===== config.mk =====
export PLATFORM = sky130hd
export DESIGN_NAME = inst_mem_loader
export DESIGN_NICKNAME = d
export VERILOG_FILES = /design/src/rtl/inst_mem_loader.sv
export SDC_FILE = /design/constraint.sdc
export NUM_CORES = 1
export LEC_CHECK = 0
export CORE_MARGIN = 2
export CORE_UTILIZATION = 45
export CTS_CLUSTER_DIAMETER = 200
export DETAILED_ROUTE_END_ITERATION = 16
export GPL_TIMING_DRIVEN = 0
export PLACE_DENSITY = 0.74
export SLEW_MARGIN = 20
export SYNTH_ARGS = -nofsm -noshare
export SYNTH_HDL_FRONTEND = slang
export SYNTH_SLANG_ARGS = --single-unit

===== constraint.sdc =====
create_clock -name clk -period 4.63 [get_ports clk]
set_input_delay 0.463 -clock clk [delete_from_list [all_inputs] [get_ports clk]]
set_output_delay 0.463 -clock clk [all_outputs]
set_load 0.1 [all_outputs]

===== src/rtl/inst_mem_loader.sv =====
// inst_mem_loader: packs a byte stream into 32-bit words and writes them to instruction memory from address 0
// Ports: clk; rst (async, active-low); start (load request, honoured in IDLE);
//   in_valid/in_data/in_ready (byte stream: length byte, then data bytes MSB first);
//   mem_we/mem_addr/mem_wdata (instruction-memory write port); busy/cpu_hold (pipeline stall);
//   done (completion pulse); word_cnt (words written this/last load).
// Option: INST_LOADER_CHECKSUM_EN adds a trailing XOR checksum byte and the chk_err output.
module inst_mem_loader #(
  parameter int ADDR_W = 6,
  parameter int DEPTH  = 2**ADDR_W
) (
  input  logic              clk,
  input  logic              rst,
  input  logic              start,
  input  logic              in_valid,
  input  logic [7:0]        in_data,
  output logic              in_ready,
  output logic              mem_we,
  output logic [ADDR_W-1:0] mem_addr,
  output logic [31:0]       mem_wdata,
  output logic              busy,
  output logic              cpu_hold,
  output logic              done,
  output logic [ADDR_W:0]   word_cnt
`ifdef INST_LOADER_CHECKSUM_EN
  ,
  output logic              chk_err
`endif
);
  typedef enum logic [2:0] {
    IDLE, LEN, BYTES, WRITE, DONE
`ifdef INST_LOADER_CHECKSUM_EN
    , CHK
`endif
  } state_t;
  state_t            state_q, state_d;
  logic [ADDR_W:0]   len_q, len_d, word_cnt_q, word_cnt_d, word_cnt_inc;
  logic [ADDR_W-1:0] addr_q, addr_d;
  logic [1:0]        byte_cnt_q, byte_cnt_d;
  logic [31:0]       word_q, word_d;
  logic              in_ready_q, in_ready_d, mem_we_q, mem_we_d, busy_q, busy_d, done_q, done_d;
  logic              hs;
`ifdef INST_LOADER_CHECKSUM_EN
  logic [7:0]        csum_q, csum_d;
  logic              chk_err_q, chk_err_d;
  localparam state_t LAST = CHK;
`else
  localparam state_t LAST = DONE;
`endif
  assign hs           = in_valid & in_ready_q;
  assign word_cnt_inc = word_cnt_q + (ADDR_W+1)'(1);
  always_comb begin
    state_d    = state_q;
    len_d      = len_q;
    byte_cnt_d = byte_cnt_q;
    word_d     = word_q;
    addr_d     = addr_q;
    word_cnt_d = word_cnt_q;
`ifdef INST_LOADER_CHECKSUM_EN
    csum_d     = csum_q;
    chk_err_d  = chk_err_q;
`endif
    case (state_q)
      IDLE: if (start) begin
        state_d    = LEN;
        addr_d     = '0;
        word_cnt_d = '0;
        byte_cnt_d = '0;
`ifdef INST_LOADER_CHECKSUM_EN
        csum_d     = '0;
        chk_err_d  = 1'b0;
`endif
      end
      LEN: if (hs) begin
        len_d   = (in_data == 8'd0 || 32'(in_data) > DEPTH) ? (ADDR_W+1)'(DEPTH) : (ADDR_W+1)'(in_data);
        state_d = BYTES;
      end
      BYTES: if (hs) begin
        word_d     = {word_q[23:0], in_data};
        byte_cnt_d = byte_cnt_q + 2'd1;
`ifdef INST_LOADER_CHECKSUM_EN
        csum_d     = csum_q ^ in_data;
`endif
        state_d    = (byte_cnt_q == 2'd3) ? WRITE : BYTES;
      end
      WRITE: begin
        addr_d     = addr_q + ADDR_W'(1);
        word_cnt_d = word_cnt_inc;
        byte_cnt_d = '0;
        state_d    = (word_cnt_inc == len_q) ? LAST : BYTES;
      end
`ifdef INST_LOADER_CHECKSUM_EN
      CHK: if (hs) begin
        chk_err_d = (in_data != csum_q);
        state_d   = DONE;
      end
`endif
      default: state_d = IDLE;
    endcase
    in_ready_d = (state_d == LEN) || (state_d == BYTES)
`ifdef INST_LOADER_CHECKSUM_EN
                 || (state_d == CHK)
`endif
                 ;
    mem_we_d   = (state_d == WRITE);
    busy_d     = (state_d != IDLE);
    done_d     = (state_d == DONE);
  end
  always_ff @(posedge clk or negedge rst) begin
    if (!rst) begin
      state_q    <= IDLE;
      len_q      <= '0;
      byte_cnt_q <= '0;
      word_q     <= '0;
      addr_q     <= '0;
      word_cnt_q <= '0;
      in_ready_q <= 1'b0;
      mem_we_q   <= 1'b0;
      busy_q     <= 1'b0;
      done_q     <= 1'b0;
`ifdef INST_LOADER_CHECKSUM_EN
      csum_q     <= '0;
      chk_err_q  <= 1'b0;
`endif
    end else begin
      state_q    <= state_d;
      len_q      <= len_d;
      byte_cnt_q <= byte_cnt_d;
      word_q     <= word_d;
      addr_q     <= addr_d;
      word_cnt_q <= word_cnt_d;
      in_ready_q <= in_ready_d;
      mem_we_q   <= mem_we_d;
      busy_q     <= busy_d;
      done_q     <= done_d;
`ifdef INST_LOADER_CHECKSUM_EN
      csum_q     <= csum_d;
      chk_err_q  <= chk_err_d;
`endif
    end
  end
  assign in_ready  = in_ready_q;
  assign mem_we    = mem_we_q;
  assign mem_addr  = addr_q;
  assign mem_wdata = word_q;
  assign busy      = busy_q;
  assign cpu_hold  = busy_q;
  assign done      = done_q;
  assign word_cnt  = word_cnt_q;
`ifdef INST_LOADER_CHECKSUM_EN
  assign chk_err   = chk_err_q;
`endif
endmodule


==> results by stage, run 1 <==
STA:
- Dividing the final minimum period by the clock period gives 0.5281.
- Setup repair after global routing left no endpoint under its margin.
- The remaining max-slew budget at the tightest pin is 0.3397.
- For this run, the top clock speed supported by timing is 409.0 MHz.
- On the final layout, the worst clock skew is 0.005545 ns.
- The number of max-slew violations in the final report was 0.
- Setup violations remaining at the end of the flow were counted as 0.
- The final critical path time including I/O delays and setup is 2.445 ns.
- The hold violation count in the final report is 0.
- For the pin with the worst max-slew slack, the measured transition is 0.9874 ns.
- The setup TNS is 0 ns.

Flow run:
- The number of max-cap violations is 0.

Synthesis:
- The post-synthesis sequential area ratio is 0.5857.
- Counting flops and latches in the post-synthesis netlist gives 61.
- Counting distinct cell types in the post-synthesis netlist gives 33.
- For this run, the number of Yosys warnings is 0.
- The biggest area contributor in the post-synthesis netlist is sky130_fd_sc_hd__dfrtp_1.
- The synthesized net count is 228.
- The synthesized area per cell is 12.24 sq um.
- After synthesis, the cell types taking the most area are sky130_fd_sc_hd__dfrtp_1, sky130_fd_sc_hd__mux2_2, sky130_fd_sc_hd__o21ai_0.
- The area share of the leading cell type in the synthesized netlist is 0.5857.
- Synthesis produced 213 cells.
- In this run the cell area of the synthesized design comes to 2606 sq um.

Clocking:
- The number of buffers inserted during clock tree synthesis is 9.
- CTS saw 61 sinks.
- The longest clock path from root to sink contains 2 buffers.
- TritonCTS built the clock tree.
- Clock latency on the worst-skew pair, taken at its later pin, is 0.33 ns.
- The number of setup buffers added after CTS is 0.
- Clock-pin slew was measured on the worst setup and hold paths at 0.07 ns.
- Hold repair after CTS inserted 0 buffers.
- The count of cells resized by post-cts repair is 0.
- Clock tree synthesis selected as its root buffer the cell sky130_fd_sc_hd__clkbuf_8.
- The H-tree was split into 3 levels.

Placement:
- The wire-length estimate of the detail-placed layout is 3757 um.
- In this run the tool buffered the top-level ports with 61 buffer cells.
- The final weighted congestion of routability-driven global placement is 0.8161.

Floorplanning:
- The initial standard-cell utilization of the core is 0.4704.
- The floorplan step defined a die boundary enclosing 6416 sq um.
- The die height is 80.10 um.
- The number of placement rows is 27.
- The number of placed I/O pins is 62.
- In this run the horizontal extent of the chip is 80.10 um.
- The floorplan step defined a core boundary enclosing 5540 sq um.

Worst setup path:
- The delay of the slowest cell on the worst path is 1.18 ns.
- The critical path goes through clkdlybuf4s50_1.
- The critical path in this run is classified as flip-flop to primary output.
- Of all nets on the critical path, the largest fanout is 7.
- The count of buffer and inverter cells on the critical path is 1.
- For the worst setup path, the data arrival time is 1.98 ns.
- The cell with the largest stage delay on the worst path is sky130_fd_sc_hd__clkdlybuf4s50_1.
- The startpoint identified for the worst register-to-register timing path is state_q[2].
- The total number of cells along the worst setup path is 1.
- The category of the worst setup path launch point is a flip-flop.
- The cell family contributing the most delay on the critical path is buffers and inverters.
- For the worst flop-to-flop path, the logic depth is 5.
- Tracing the worst setup path back leads to its startpoint at word_cnt[0].
- The required time of the critical path is 4.17 ns.
- STA classifies the critical path endpoint as a primary output.

Global route:
- In the global route stage, overall resource usage came out at 0.1775.
- The via count of the first global-routing pass is 1803.
- The number of antenna violations at the first check in global routing was 0.
- For this run the aggregate overflow at the end of global routing stands at 0.
- The pin count of the biggest net entering global routing is 33.
- The first global-routing pass estimated 8659 um of wire.

Worst hold path:
- The min-delay analysis places its worst path in the category primary input to async pin.

Layout:
- The area added between synthesis and finish is 35.48%.
- The sequential cells in the finished layout cover a total of 1526 sq um.
- The share of cells above drive strength 1 is 0.1924.
- The filler cell count is 444.
- The footprint of the multi-input gates is 1022 sq um.
- The repair_antennas step left the layout with diodes totalling 0.
- The net count of the finished layout is 301.

Drt:
- The per-cell routed wire length is 14.35 um.
- The detailed-route wire length is 5208 um.
- For this run, the detailed router's first-pass iteration total came to 4.
- The vias after detailed routing is 1890.
- The antenna violation net count after detailed routing is 0.
- The iteration-0 DRC count of the detailed router is 59.
- The average vias per placed instance is 5.207.
- After detailed routing, the number of remaining DRC violations is 0.

Run status:
- The run finished with clean final reports.
cell families (layout without fill, tap and decap cells):
logic type	Yosys count	count (layout)	synth area share
compound gates	38	38	0.09266
xor+xnor	14	14	0.04705
fa+ha+maj	3	3	0.01440
buf+inv	14	92	0.02209
flops	61	61	0.5857
mux	31	31	0.1339
simple gates	52	52	0.1042
synth_stat cells, drive strengths merged:
cell type	number
or3	1
a22o	8
nor3	3
dfrtp	61
mux2	31
clkbuf	7
inv	5
o21ai	22
nor4	3
a22oi	1
a2111o	1
or4	1
buf	2
o41ai	1
xnor2	11
a21oi	4
a31oi	1
nand3	5
nor2	11
ha	3
and3	3
nor2b	1
or2	2
xor2	3
nand2b	2
nand4	5
and2	1
nand2	14
stage by stage:
stage	hold WS [ns]	std cells	util	area, sq um	setup WS [ns]
6_report	0.05083	363	0.6373	3531	2.185
3_5_place_dp	0.4137	347	0.6000	3324	2.138
2_1_floorplan	0.1674	213	-	2606	2.096
3_3_place_gp	0.4767	346	0.5969	3307	1.135
4_1_cts	0.04493	363	0.6373	3531	2.157
5_1_grt	0.06072	363	0.6373	3531	2.068
area by class of cell:
cell class              count  share of cell area
plain buffers               9             0.01099
flip-flops and latches     61              0.4323
inverters                   5            0.005315
repair buffers             62              0.1779
clock inverters             5             0.02126
clock buffers              11             0.03721
well taps                  72             0.02551
multi-input cells         138              0.2895
path summary, 6_finish.rpt:
check	end	slack, ns
max in group asynchronous	mem_addr[0]	4.08
min reg2reg	mem_addr[5]	0.49
min	mem_wdata[27]	0.05
max	word_cnt[0]	2.18
max reg2reg	mem_wdata[3]	2.46
min in group clk	mem_addr[5]	0.49
metal layers:
layer,global-route usage,part of all wire,vias up
li1,-,-,902
met1,0.2352,0.45,943
met2,0.2742,0.50,41
met3,0.05169,0.039,4
met4,0.07119,0.011,0
met5,0,0,-
cells in the final DEF, fill, tap and decap left out, types with 2 or more instances in the layout:
master,netlist,final
sky130_fd_sc_hd__ha_1,3,3
sky130_fd_sc_hd__nor2_1,11,11
sky130_fd_sc_hd__nand2_1,14,14
sky130_fd_sc_hd__nand2b_1,2,2
sky130_fd_sc_hd__o21ai_0,22,22
sky130_fd_sc_hd__nor3_1,2,2
sky130_fd_sc_hd__nand3_1,4,4
sky130_fd_sc_hd__and3_1,2,2
sky130_fd_sc_hd__nor4_1,2,2
sky130_fd_sc_hd__nand4_1,5,5
sky130_fd_sc_hd__clkinv_2,0,3
sky130_fd_sc_hd__inv_1,5,5
sky130_fd_sc_hd__mux2_2,31,31
sky130_fd_sc_hd__dfrtp_1,61,61
sky130_fd_sc_hd__a22o_1,8,8
sky130_fd_sc_hd__clkbuf_8,0,9
sky130_fd_sc_hd__xnor2_1,11,11
sky130_fd_sc_hd__bufinv_16,0,2
sky130_fd_sc_hd__or2_2,2,2
sky130_fd_sc_hd__a21oi_1,4,4
sky130_fd_sc_hd__xor2_1,3,3
sky130_fd_sc_hd__clkdlybuf4s50_1,0,60
sky130_fd_sc_hd__clkbuf_1,7,9
sky130_fd_sc_hd__buf_4,1,2
state kept, by name, indices dropped and copies added (netlist names), 2 cells and up:
signal and count:
mem_addr 6, byte_cnt_q 2, word_cnt 7, mem_wdata 32, state_q 3, len_q 7
Power of run 1 is left out: the tool's default activity adds up to more than one toggle a clock period on the data nets, which glitch-free logic cannot reach.
==> run 2: changes to the inputs <==
- clock period: 4.63 -> 2.3 ns (I/O delays scaled with it)
==> results by stage, run 2 (synthesis gave the netlist of run 1 again) <==
Run status:
- The flow ran to the end, and the final reports show no timing, DRC or antenna violations.

Worst hold path:
- The path class of the tightest hold or removal check is primary input to async pin.

Placement:
- The detailed placement HPWL was 3890 um (+3.5%).
- The post-detailed-placement cell area came to 3339 sq um (+0.45%).
- The final weighted congestion of routability-driven global placement is 0.8213 (+0.64%).
- The port buffer count is 61 (unchanged).
- The number of placed instances with taps included is 347 (unchanged).

Layout:
- The flip-flop count of the largest register after layout is 32 (unchanged).
- Leaving out fill and tap cells, the most frequent cells in the layout are sky130_fd_sc_hd__clkdlybuf4s50_1, sky130_fd_sc_hd__dfrtp_1, sky130_fd_sc_hd__mux2_2, sky130_fd_sc_hd__o21ai_0, sky130_fd_sc_hd__nand2_1.
- The net total in the final layout is 302 (+0.33%).
- The post-layout instance area was 3497 sq um (-0.96%).
- The share of cells above drive strength 1 is 0.2103 (+0.01790).
- Leaving out fill and tap cells, the most frequent cell in the layout is sky130_fd_sc_hd__clkdlybuf4s50_1.
- The count of placed standard cells in the final layout, fillers left out is 362 (-0.28%).
- The number of antenna repair diodes is 0 (unchanged).
- From synthesis to final layout, the design area changed by 34.18%.

Worst setup path:
- The largest fanout on the critical path came to 7 (unchanged).
- The delay of the slowest cell on the worst path is 1.17 ns (about the same).
- STA classifies the critical path startpoint as a flip-flop.
- The register-to-register setup slack is 0.23 ns (-2.23 ns).
- The endpoint identified for the worst register-to-register timing path is mem_wdata[21].
- The required time of the critical path is 2.07 ns (-2.10 ns).
- The family of cells with the greatest summed delay on the critical path is buffers and inverters.
- For this design, the slowest cell found on the critical path is sky130_fd_sc_hd__clkdlybuf4s50_1.
- The count of buffer and inverter cells on the critical path is 1 (unchanged).
- The depth of the worst register-to-register path is 5 (unchanged).
- The startpoint identified for the worst register-to-register timing path is state_q[2].
- The data arrival time of the critical path is 1.95 ns (-0.03 ns).
- The category of the worst setup path capture point is a primary output.
- The critical path goes through clkdlybuf4s50_1.
- The classification of the worst setup path is flip-flop to primary output.

Drt:
- The iteration-0 DRC count of the detailed router is 96 (+63%).
- The vias after detailed routing came to 1925 (+1.9%).
- The per-cell routed wire length is 15.30 um (+6.6%).
- The detailed-route wire length is 5538 um (+6.3%).
- The iteration count of the initial detailed-routing pass came to 4 (unchanged).
- The post-detailed-route DRC marker count came to 0 (unchanged).
- The antenna violation net count after detailed routing is 0 (unchanged).
- The average vias per placed instance came to 5.318 (+2.1%).

STA:
- Of the available clock period, the critical path in the final layout requires 0.9480.
- Timing would allow up to 458.6 MHz.
- The actual transition at the worst max-transition pin is 0.9807 ns (-0.006759 ns).
- The final critical path time including I/O delays and setup is 2.180 ns.
- The count of final setup violators is 0 (unchanged).
- The worst clock skew came to 0.006925 ns (+0.001380 ns).
- The final hold slack was 0.2892 ns (+0.2383 ns).
- The hold violation count in the final report is 0 (unchanged).
- Setup repair after global routing left no endpoint under its margin.
- The setup TNS is 0 ns (unchanged).
- The number of max-slew violations in the final report came to 0 (unchanged).
- The remaining max-slew budget at the tightest pin came to 0.3442 (+0.004520).

Flow run:
- The number of max-cap violations is 0 (unchanged).

Clocking:
- The number of clock sinks is 61 (unchanged).
- The number of setup buffers added after CTS is 0 (unchanged).
- The TritonCTS clock tree is built.
- The number of buffers inserted during clock tree synthesis is 9 (unchanged).
- The clock transition at the register clock pins on the worst setup and hold paths after CTS is 0.07 ns (about the same).
- The later-pin clock latency in the skew report came to 0.34 ns (about the same).
- The maximum clock insertion buffer count is 2 (unchanged).
- The clock root buffer is sky130_fd_sc_hd__clkbuf_8.
- The H-tree level count is 3 (unchanged).

Global route:
- The via count of the first global-routing pass is 1951 (+8.2%).
- The combined global-route utilization of all metal layers is 0.1955 (+0.01805).
- The number of antenna violations at the first check in global routing came to 0 (unchanged).
- The pin count of the biggest net entering global routing came to 48 (+45%).
- The wire length of the first global-routing pass is 9453 um (+9.2%).
- The total overflow reported by the global router was 0 (unchanged).

Floorplanning:
- The initial standard-cell utilization of the core is 0.4704 (unchanged).
- The floorplan core area is 5540 sq um (unchanged).
- The number of placement rows is 27 (unchanged).
- The x dimension of the die is 80.10 um (unchanged).
- The die height is 80.10 um (unchanged).
- The number of placed I/O pins is 62 (unchanged).
- The total die area is 6416 sq um (unchanged).
-- run 2: metrics by stage --
step	util	setup WS, ns
after floorplan	-	0.08961
after global placement	0.5982	-1.189
after detailed placement	0.6028	-0.01828
after CTS	0.6310	0.1174
after global routing	0.6312	0.04616
final	0.6312	0.1195
-- run 2: final cells by class --
cell class	count	area, sq um
multi-input cells	138	1022
well taps	72	90.09
fillers	470	2043
flip-flops and latches	61	1534
clock buffers	11	131.4
clock inverters	3	15.01
inverters	5	18.77
repair buffers	63	645.6
plain buffers	9	40.04
-- run 2: worst max path at each step --
stage	slack, ns	from	cells after the start	end
finish	0.12	mem_addr[2]	1	mem_addr[2]
global route	0.05	state_q[1]	7	len_q[3]
CTS	0.12	mem_addr[2]	1	mem_addr[2]
detailed placement	-0.02	in_data[2]	6	len_q[3]
global placement	-1.19	rst	1	word_cnt[5]
floorplan	0.09	word_cnt[0]	5	state_q[1]
-- run 2: metal layers --
metal	vias up	routed length, um	global-route usage
li1	903	-	-
met1	967	2381	0.2427
met2	44	2836	0.3258
met3	11	195	0.03483
met4	0	125	0.1017
met5	-	0	0
-- run 2: what timing repair did --
| item | 4_1_cts | 5_1_grt |
|---|---|---|
| endpoints found under the hold margin | 14 | 0 |
| gates resized for setup | 0 | 2 |
| setup endpoints to repair | 0 | 3 |
| hold buffers | 1 | 0 |
-- run 2: worst register-to-register path: stages, from the launching register on --
cell	delay, ns
sky130_fd_sc_hd__dfrtp_1	0.32
sky130_fd_sc_hd__clkbuf_1	0.33
sky130_fd_sc_hd__nor2_1	0.12
sky130_fd_sc_hd__nand4_1	0.38
sky130_fd_sc_hd__clkbuf_1	0.42
sky130_fd_sc_hd__mux2_2	0.39
Power of run 2 is left out for the same reason.
==> run 3: changes to the inputs <==
- CORE_UTILIZATION: 45 -> 31
- PLACE_DENSITY: 0.74 -> 0.55
==> results by stage, run 3 (synthesis gave the netlist of run 1 again) <==
Worst setup path:
- The classification of the worst setup path is flip-flop to primary output.
- The cell with the largest stage delay on the worst path is sky130_fd_sc_hd__clkdlybuf4s50_1.
- The register-to-register setup slack is 0.20 ns (-0.03 ns).
- The signal on the critical path passes through clkdlybuf4s50_1.
- The category of the worst setup path capture point is a primary output.
- The largest fanout on the critical path is 7 (unchanged).
- The beginning of the critical path is mem_addr[0].
- In this run the critical register-to-register path is launched from state_q[2].
- The data arrival time of the critical path is 1.96 ns (about the same).
- The category of the worst setup path launch point is a flip-flop.
- The required time of the critical path is 2.07 ns (about the same).
- The count of buffer and inverter cells on the critical path came to 1 (unchanged).
- The family of cells with the greatest summed delay on the critical path is buffers and inverters.
- The delay of the slowest cell on the worst path is 1.17 ns (about the same).

Placement:
- The detailed placement HPWL is 3947 um (+1.5%).
- The final weighted congestion of routability-driven global placement is 0.7282 (-11%).
- The post-detailed-placement cell area is 3381 sq um (+1.2%).
- The port buffer count came to 61 (unchanged).

STA:
- The final hold slack is 0.3138 ns (+0.02468 ns).
- The number of max-slew violations in the final report is 0 (unchanged).
- The setup TNS was 0 ns (unchanged).
- The count of final setup violators is 0 (unchanged).
- The maximum operating frequency is 457.4 MHz (-0.27%).
- The remaining max-slew budget at the tightest pin is 0.3354 (-0.008726).
- The final critical path time including I/O delays and setup was 2.186 ns (+0.005944 ns).
- The hold violation count in the final report came to 0 (unchanged).
- The actual transition at the worst max-transition pin was 0.9937 ns (+0.01305 ns).
- Setup repair after global routing left no endpoint under its margin.
- The final cycle utilization of the critical path came to 0.9506 (+0.002584).
- The worst clock skew is 0.003697 ns (-0.003228 ns).

Floorplanning:
- The number of placed I/O pins is 62 (unchanged).
- The initial standard-cell utilization of the core came to 0.3188 (-0.1516).
- The total die area is 9157 sq um (+43%).
- The number of placement rows is 33 (+22%).
- The floorplan core area was 8175 sq um (+48%).
- The x dimension of the die is 95.69 um (+19%).
- The die height is 95.69 um (+19%).

Layout:
- The share of cells above drive strength 1 is 0.2226 (+0.01226).
- The number of antenna repair diodes is 0 (unchanged).
- In the layout the commonest cells are sky130_fd_sc_hd__clkdlybuf4s50_1, sky130_fd_sc_hd__dfrtp_1, sky130_fd_sc_hd__mux2_2, sky130_fd_sc_hd__o21ai_0, sky130_fd_sc_hd__nand2_1.
- The most common cell after layout, fill and taps aside is sky130_fd_sc_hd__clkdlybuf4s50_1.
- The post-layout instance area was 3585 sq um (+2.5%).
- The area added between synthesis and finish is 37.54%.
- The net total in the final layout is 302 (unchanged).
- The final core area utilization was 0.4385 (-0.1927).
- The flip-flop count of the largest register after layout was 32 (unchanged).

Clocking:
- The H-tree level count is 3 (unchanged).
- TritonCTS built the clock tree.
- The number of buffers inserted during clock tree synthesis is 9 (unchanged).
- The maximum clock insertion buffer count is 2 (unchanged).
- The number of clock sinks is 61 (unchanged).
- The later-pin clock latency in the skew report was 0.33 ns (about the same).
- The clock root buffer is sky130_fd_sc_hd__clkbuf_8.
- The clock transition at the register clock pins on the worst setup and hold paths after CTS came to 0.07 ns (about the same).
- The number of setup buffers added after CTS is 0 (unchanged).

Global route:
- The total overflow reported by the global router came to 0 (unchanged).
- The number of antenna violations at the first check in global routing is 0 (unchanged).
- The pin count of the biggest net entering global routing is 44 (-8.3%).
- The combined global-route utilization of all metal layers is 0.1308 (-0.06474).
- The via count of the first global-routing pass is 1797 (-7.9%).
- The wire length of the first global-routing pass came to 8963 um (-5.2%).

Flow run:
- The number of max-cap violations came to 0 (unchanged).

Drt:
- The detailed-route wire length was 5561 um (+0.42%).
- The vias after detailed routing is 1891 (-1.8%).
- The antenna violation net count after detailed routing is 0 (unchanged).
- The routed length on met2 is 2538 um (-11%).
- The average vias per placed instance is 4.763 (-10%).
- The iteration-0 DRC count of the detailed router is 66 (-31%).
- The per-cell routed wire length is 14.01 um (-8.4%).
- The detailed-routing wirelength on met1 is 2651 um (+11%).
- The iteration count of the initial detailed-routing pass is 5 (+1).
- The total met3 wirelength after detailed routing is 244 um (+25%).
- The post-detailed-route DRC marker count came to 0 (unchanged).
- The detailed router used layers up to and including met4.

Worst hold path:
- The tightest min-delay check is of the primary input to async pin type.

Run status:
- The run finished with clean final reports.
-- run 3: final timing paths --
kind	endpoint	cells past startpoint
min in group clk	mem_addr[5]	1
max in group asynchronous	word_cnt[5]	3
worst min-delay path	mem_wdata[11]	2
worst min register to register	mem_addr[5]	1
worst max-delay path	mem_addr[0]	1
worst max register to register	mem_wdata[1]	5
-- run 3: layout make-up --
type	instances	area, sq um
buffer	9	41.29
clock buffer	11	141.4
clock inverter	5	50.05
fill	802	4591
inverter	5	18.77
multi-input combinational	138	1022
sequential	61	1534
tap	105	131.4
timing repair buffer	63	645.6
-- run 3: per-layer routing --
metal,GRT usage,vias up
li1,-,905
met1,0.1792,921
met2,0.1917,55
met3,0.02506,10
met4,0.07857,0
met5,0,-
-- run 3: what timing repair did --
action,in CTS,in global routing
setup endpoints to repair,0,11
hold buffers,1,0
hold endpoints to repair,18,0
gates resized for setup,0,4
-- run 3: per-stage QoR --
| step | worst slack (ns) | instances |
|---|---|---|
| after global routing | 0.03955 | 397 |
| final | 0.1136 | 397 |
| after CTS | 0.09114 | 397 |
| after global placement | -1.269 | 379 |
| after floorplan | 0.08961 | 213 |
| after detailed placement | 0.05437 | 380 |
Power of run 3 is left out for the same reason.
